$ cat config.mk
export PLATFORM = sky130hd
export DESIGN_NAME = imm_ext_arbiter
export DESIGN_NICKNAME = d
export VERILOG_FILES = /design/src/rtl/imm_ext_arbiter.sv
export SDC_FILE = /design/constraint.sdc
export NUM_CORES = 1
export LEC_CHECK = 0
export ABC_AREA = 1
export BUFFER_PORTS_ARGS = -buffer_cell sky130_fd_sc_hd__buf_2
export CORE_MARGIN = 2
export CORE_UTILIZATION = 38
export DETAILED_ROUTE_END_ITERATION = 6
export PLACE_DENSITY_LB_ADDON = 0.3
export SLEW_MARGIN = 20
export SYNTH_ARGS = -nofsm -noshare
export SYNTH_HDL_FRONTEND = slang
export SYNTH_SLANG_ARGS = --single-unit
$ cat constraint.sdc
create_clock -name clk -period 1.8 [get_ports clk]
set_input_delay 0.36 -clock clk [delete_from_list [all_inputs] [get_ports clk]]
set_output_delay 0.36 -clock clk [all_outputs]
set_load 0.03 [all_outputs]
$ cat src/rtl/imm_ext_arbiter.sv
// Round-robin arbiter sharing one 16->32 sign/zero immediate extender, with a one-entry registered output.
// Optional `define IMM_EXT_LUI_EN adds req_lui for upper-immediate placement ({imm, 16'h0000}).
module imm_ext_arbiter #(
  parameter int NUM_REQ = 2,
  parameter int ID_W    = 2
) (
  input  logic                  clk,
  input  logic                  rst_n,
  input  logic [NUM_REQ-1:0]    req_valid,
  input  logic [16*NUM_REQ-1:0] req_imm,
  input  logic [NUM_REQ-1:0]    req_ext,
`ifdef IMM_EXT_LUI_EN
  input  logic [NUM_REQ-1:0]    req_lui,
`endif
  output logic [NUM_REQ-1:0]    req_ready,
  output logic                  resp_valid,
  output logic [31:0]           resp_data,
  output logic [ID_W-1:0]       resp_id,
  input  logic                  resp_ready
);

  localparam int unsigned NR = NUM_REQ;

  typedef enum logic {
    EMPTY = 1'b0,
    FULL  = 1'b1
  } state_t;

  state_t           state;
  logic [ID_W-1:0]  rr_ptr;
  logic             accept;
  logic             found;
  int unsigned      grant_idx;
  logic [NUM_REQ-1:0] grant;
  logic [15:0]      imm;
  logic [31:0]      ext_data;
  logic [ID_W-1:0]  next_ptr;

  assign accept = (state == EMPTY) || resp_ready;

  // Search starts at rr_ptr and wraps; req_ready is forced low while in reset.
  always_comb begin
    int unsigned idx;
    found     = 1'b0;
    grant_idx = 0;
    grant     = '0;
    idx       = 0;
    if (rst_n && accept) begin
      for (int unsigned k = 0; k < NR; k++) begin
        idx = int'(rr_ptr) + k;
        if (idx >= NR) idx = idx - NR;
        if (!found && req_valid[idx]) begin
          found     = 1'b1;
          grant_idx = idx;
        end
      end
    end
    if (found) grant[grant_idx] = 1'b1;
  end

  assign req_ready = grant;

  always_comb begin
    imm      = req_imm[16*grant_idx +: 16];
    ext_data = {{16{req_ext[grant_idx] & imm[15]}}, imm};
`ifdef IMM_EXT_LUI_EN
    if (req_lui[grant_idx]) ext_data = {imm, 16'h0000};
`endif
  end

  always_comb begin
    if (grant_idx + 1 >= NR) next_ptr = '0;
    else                     next_ptr = ID_W'(grant_idx + 1);
  end

  always_ff @(posedge clk or negedge rst_n) begin
    if (!rst_n) begin
      state     <= EMPTY;
      rr_ptr    <= '0;
      resp_data <= '0;
      resp_id   <= '0;
    end else begin
      if (found) begin
        // Drain and load in the same cycle stays FULL, so there is no bubble.
        state     <= FULL;
        resp_data <= ext_data;
        resp_id   <= ID_W'(grant_idx);
        rr_ptr    <= next_ptr;
      end else if (state == FULL && resp_ready) begin
        state <= EMPTY;
      end
    end
  end

  assign resp_valid = (state == FULL);

endmodule

== After elaboration in Yosys (flattened, before gate mapping) ==
Cells that the tools add are included.

* Register bits: 22
* Latch bits: 0
* Bits in writable memories: 0
* ROM bits: 0
* Bits of input ports: 39
* Output and inout bits: 37
* Memories: 0

* $add $sub $neg: 4
* Multiply operators: 0
* Divide/modulo/power cells: 0
* Magnitude comparators: 7
* Eq/ne operators: 0
* Shift operators: 1
* Mux-type cells: 23
* Bitwise operators: 2
* Reductions and logical operators: 7

{| class="wikitable"
|+ Operators with widths
! cell !! count
|-
| $mux 32 || 7
|-
| $lt 32x2->1 const B || 3
|-
| $shiftx 32x33->16 || 1
|-
| $add 32x1->32 const B || 1
|-
| $ge 32x1->1 const B || 1
|-
| $ge 32x2->1 const B || 1
|-
| $mux 1 || 13
|-
| $logic_and 1x1->1 || 4
|-
| $mux 2 || 2
|-
| $sub 3x2->4 const B || 1
|-
| $add 2x1->3 const B || 1
|-
| $ge 3x2->1 const B || 1
|-
| $sub 2x2->3 const B || 1
|-
| $ge 2x2->1 const B || 1
|-
| $reduce_bool 2->1 || 1
|-
| $and 1x1->1 || 1
|-
| $demux 1 s1 || 1
|-
| $logic_not 1->1 || 1
|-
| $logic_or 1x1->1 || 1
|-
| $not 1->1 || 1
|}

== Logic depth before layout (Yosys ltp) ==
* Depth in word-level cells: 17
* Gate-level depth with buffers: 11
* Gate-level depth less buffers: 11

== Worst setup path before layout ==
Ideal clock, no wire load.

* Path kind: register -> output
* Start: register state, in the netlist resp_valid
* End: output port req_ready[0]
* Data arrival time: 1.650 ns
* Required time: 1.440 ns
* Setup slack: -0.210 ns
* Cell stages (with the launch flop): 5
* Path through: dfrtp_1 > nand2_4 > nand3_4 > buf_2 > nor3_1

* Longest elaborated chain between the ends: 9
* Elaborated cells on any way between the ends: 11
* Classes of those cells: order compare: 2; mux: 5; bitwise: 1; reduce/logical: 3

{| class="wikitable"
|+ Ends and longest elaborated chain
! item !! RTL line !! text
|-
| start, declared || 29 || <nowiki>state_t state;</nowiki>
|-
| start signal, assigned || 78 || <nowiki>state <= EMPTY;</nowiki>
|-
| start signal, assigned || 85 || <nowiki>state <= FULL;</nowiki>
|-
| start signal, assigned || 90 || <nowiki>state <= EMPTY;</nowiki>
|-
| $not 1->1 (*) || 39 || <nowiki>assign accept = (state == EMPTY) || resp_ready;</nowiki>
|-
| $logic_or 1x1->1 (*) || 39 ||
|-
| $logic_and 1x1->1 (*) || 48 || <nowiki>if (rst_n && accept) begin</nowiki>
|-
| $mux 32 || 48 ||
|-
| $ge 32x1->1 (implied by the code) or $lt 32x2->1 (tied branches) || 58 || <nowiki>if (found) grant[grant_idx] = 1'b1;</nowiki>
|-
| $logic_and 1x1->1 (implied by the code) || 58 ||
|-
| $mux 1 (implied by the code) || 58 ||
|-
| $demux 1 s1 || 58 ||
|-
| $mux 2 (*) || 58 ||
|-
| end, declared || 15 || <nowiki>output logic [NUM_REQ-1:0] req_ready,</nowiki>
|}

Every way passes the cells marked *; elsewhere a longest branch is shown, timed or not.

== Worst setup path after layout ==
* Start: register rr_ptr[0]
* End: output port req_ready[0]

* Longest elaborated chain between the ends: 16
* Elaborated cells on any way between the ends: 28
* Classes of those cells: add/sub: 3; order compare: 4; mux: 18; reduce/logical: 3

{| class="wikitable"
|+ Ends and longest elaborated chain
! item !! RTL line !! text
|-
| start, declared || 30 || <nowiki>logic [ID_W-1:0] rr_ptr;</nowiki>
|-
| start signal, assigned || 88 || <nowiki>rr_ptr <= next_ptr;</nowiki>
|-
| branches (longest 15 deep; another with $ge 32x1->1) || -- ||
|-
| $mux 2 (*) || 58 ||
|}

Every way passes the cells marked *. The select of a mux whose other input is x is not followed.

==> impl_metrics.env <==
export IMPL_fin_crit_sh=0.9727
export IMPL_worstPathArrival_ps=1390
export IMPL_drt_pass1_iter_count=4
export IMPL_hold_slack_ps=89.92
export IMPL_viasPerCell=4.386
export IMPL_drive_above_1_share=0.5142
export IMPL_grtUsageTotal=0.1492
export IMPL_clk_pin_slew_ps=80
export IMPL_period_needed_ps=1751
export IMPL_netlist_cell_type_count=26
export IMPL_cts_tree="done"
export IMPL_initial_core_util=0.3997
export IMPL_crit_fanout=4
export IMPL_io_buffers=75
export IMPL_vias=1294
export IMPL_cts_buffers=3
export IMPL_leakagePower_uw=0.001066
export IMPL_cts_buffer_depth=2
export IMPL_diodes=0
export IMPL_skew_ps=2.338
export IMPL_syn_area_per_cell_um2=8.840
export IMPL_drt_iter0_markers=64
export IMPL_cts_htree_levels=1
export IMPL_utilization=0.5189
export IMPL_wl_per_cell_um=10.83
export IMPL_max_stage_delay_ps=440
export IMPL_synth_seq_cells=22
export IMPL_grt_pass1_wl_um=5106
export IMPL_setup_tns_ps=0
export IMPL_design_die_area_um2=4424
export IMPL_holdBufCountCts=0
export IMPL_synthCells=168
export IMPL_drcViolationCount=0
export IMPL_critical_path_class="reg -> out"
export IMPL_cp_common_cell="buf_4"
export IMPL_cts_root_buf="clkbuf_8"
export IMPL_nNetsFinal=297
export IMPL_crit_path_top_delay_cell="dfrtp_2"
export IMPL_status="completed"
export IMPL_num_io_pins=76
export IMPL_grt_pass1_vias=1107
export IMPL_cts_sinks=22
export IMPL_worst_ep_required_time_ps=1440
export IMPL_ir_worst_vdd_uv=661.2
export IMPL_dpl_hpwl_um=2560
export IMPL_rsz0062_at_grt="no"
export IMPL_yosysWarningCount=0
export IMPL_synth_area_leaders="dfrtp_1 (37%), o21ai_2 (12%), ha_1 (8.4%), nand2_1 (8.1%), buf_4 (7.6%)"
export IMPL_layout_commonest_cell="buf_2"
export IMPL_grt_max_degree=19
export IMPL_synth_top_area_cell="dfrtp_1"
export IMPL_clkLatencyLatePin_ps=260
export IMPL_grt_overflow_total=0
export IMPL_ant_nets=0
export IMPL_antenna_found_initial=0
export IMPL_coreArea_um2=3716
export IMPL_synth_top_area_frac=0.3707
export IMPL_max_freq_mhz=571.1
export IMPL_finalSetupViolCount=0
export IMPL_die_x_um=66.52
export IMPL_power_density_nw_per_um2=842.1
export IMPL_yosysSeqAreaShare=0.3707
export IMPL_final_hold_violation_count=0
export IMPL_slew_violations=0
export IMPL_gp_congestion=0.6981
export IMPL_syn_area_um2=1485
export IMPL_critPathLaunchType="flip-flop"
export IMPL_critical_path_cell_chain="nand2_2 > nor2_4 > buf_4 > nor3_2 > buf_4"
export IMPL_critPathCaptureType="output pin"
export IMPL_die_h_um=66.52
export IMPL_syn_to_final_growth_pct=29.82
export IMPL_hp_class="in -> async"
export IMPL_rows=22
export IMPL_layout_common_cells="buf_2 (74), nand2_1 (31), nor2_1 (22)"
export IMPL_n_fill_cell=390
export IMPL_drt_total_wl_um=3195
export IMPL_cap_viol_max_count=0
-- power by group --
part           internal, uW  switching, uW
clock                   195            153
combinational           205            457
sequential              567           47.2
-- metrics by stage --
step           area (um2)  total power [uW]  instances  worst slack [ps]
2_1_floorplan        1535              1148        180             43.42
3_3_place_gp         1859              1282        290             177.7
3_5_place_dp         1859              1290        290             117.0
4_1_cts              1917              1641        294             10.31
5_1_grt              1928              1725        295             12.20
6_report             1928              1624        295             49.09
-- logic make-up after synthesis --
kind of cell | Yosys count | share of synthesized area
adder cells (fa/ha/maj) | 10 | 0.08425
flip-flops | 22 | 0.3707
other | 2 | 0.005057
AO/OA/AOI/OAI | 33 | 0.1668
AND/OR/NAND/NOR | 72 | 0.2401
buffers and inverters | 29 | 0.1331
-- path summary, 6_finish.rpt --
path,from,to,slack [ps],cells past startpoint
setup reg to reg,resp_valid$_DFFE_PN0P_,rr_ptr[0]$_DFFE_PN0P_,240,9
hold / removal,rst_n,rr_ptr[0]$_DFFE_PN0P_,90,2
max in group asynchronous,rst_n,resp_data[0]$_DFFE_PN0P_,1470,2
min in group clk,req_imm[11],resp_data[11]$_DFFE_PN0P_,360,3
setup / recovery,rr_ptr[0]$_DFFE_PN0P_,req_ready[0],50,5
hold reg to reg,resp_id[0]$_DFFE_PN0P_,resp_id[0]$_DFFE_PN0P_,480,2
-- state kept, by name, indices dropped and copies added, names as in the netlist --
register	flops
resp_data	17
resp_id	2
resp_valid	1
rr_ptr	2
-- area by class of cell --
class	instances	area, um2	area share
multi-input combinational	129	789.5	0.4095
sequential	22	551.8	0.2862
timing repair buffer	83	437.9	0.2271
tap	48	60.06	0.03115
clock buffer	4	55.05	0.02855
inverter	9	33.78	0.01752
-- repair_timing --
item | CTS | global route
gates resized for setup | 1 | 2
setup endpoints to repair | 1 | 1
setup buffers | 0 | 1
endpoints found under the hold margin | 0 | 0
-- cell usage after synthesis --
master	number
nand3_4	1
o21ai_0	6
nor2_4	2
buf_12	1
nand2_4	2
inv_2	4
nand2_1	32
o21ai_1	5
nor3_1	2
buf_2	1
o21ai_2	21
nand3b_1	2
dfrtp_1	22
or2_2	1
ha_1	10
buf_4	15
conb_1	2
a21oi_2	1
inv_1	5
clkbuf_1	1
nor2_8	1
nand2_2	3
nand3_1	3
nor2_1	22
buf_6	2
nor2_2	1
-- layer usage --
metal / vias up / part of all wire / GRT usage / wire (um)
met5: - / 0 / 0 / 0
li1: 667 / - / - / -
met4: 0 / 0.0059 / 0.02296 / 19
met3: 2 / 0.073 / 0.04054 / 233
met2: 45 / 0.48 / 0.2513 / 1549
met1: 580 / 0.44 / 0.1945 / 1392
-- critical path: cells and delay by family (launching register included) --
| family | cells | cell delay [ps] |
|---|---|---|
| flops | 1 | 440 |
| simple gates | 3 | 350 |
| buf+inv | 2 | 340 |
Power figures use the tool's default switching activity.
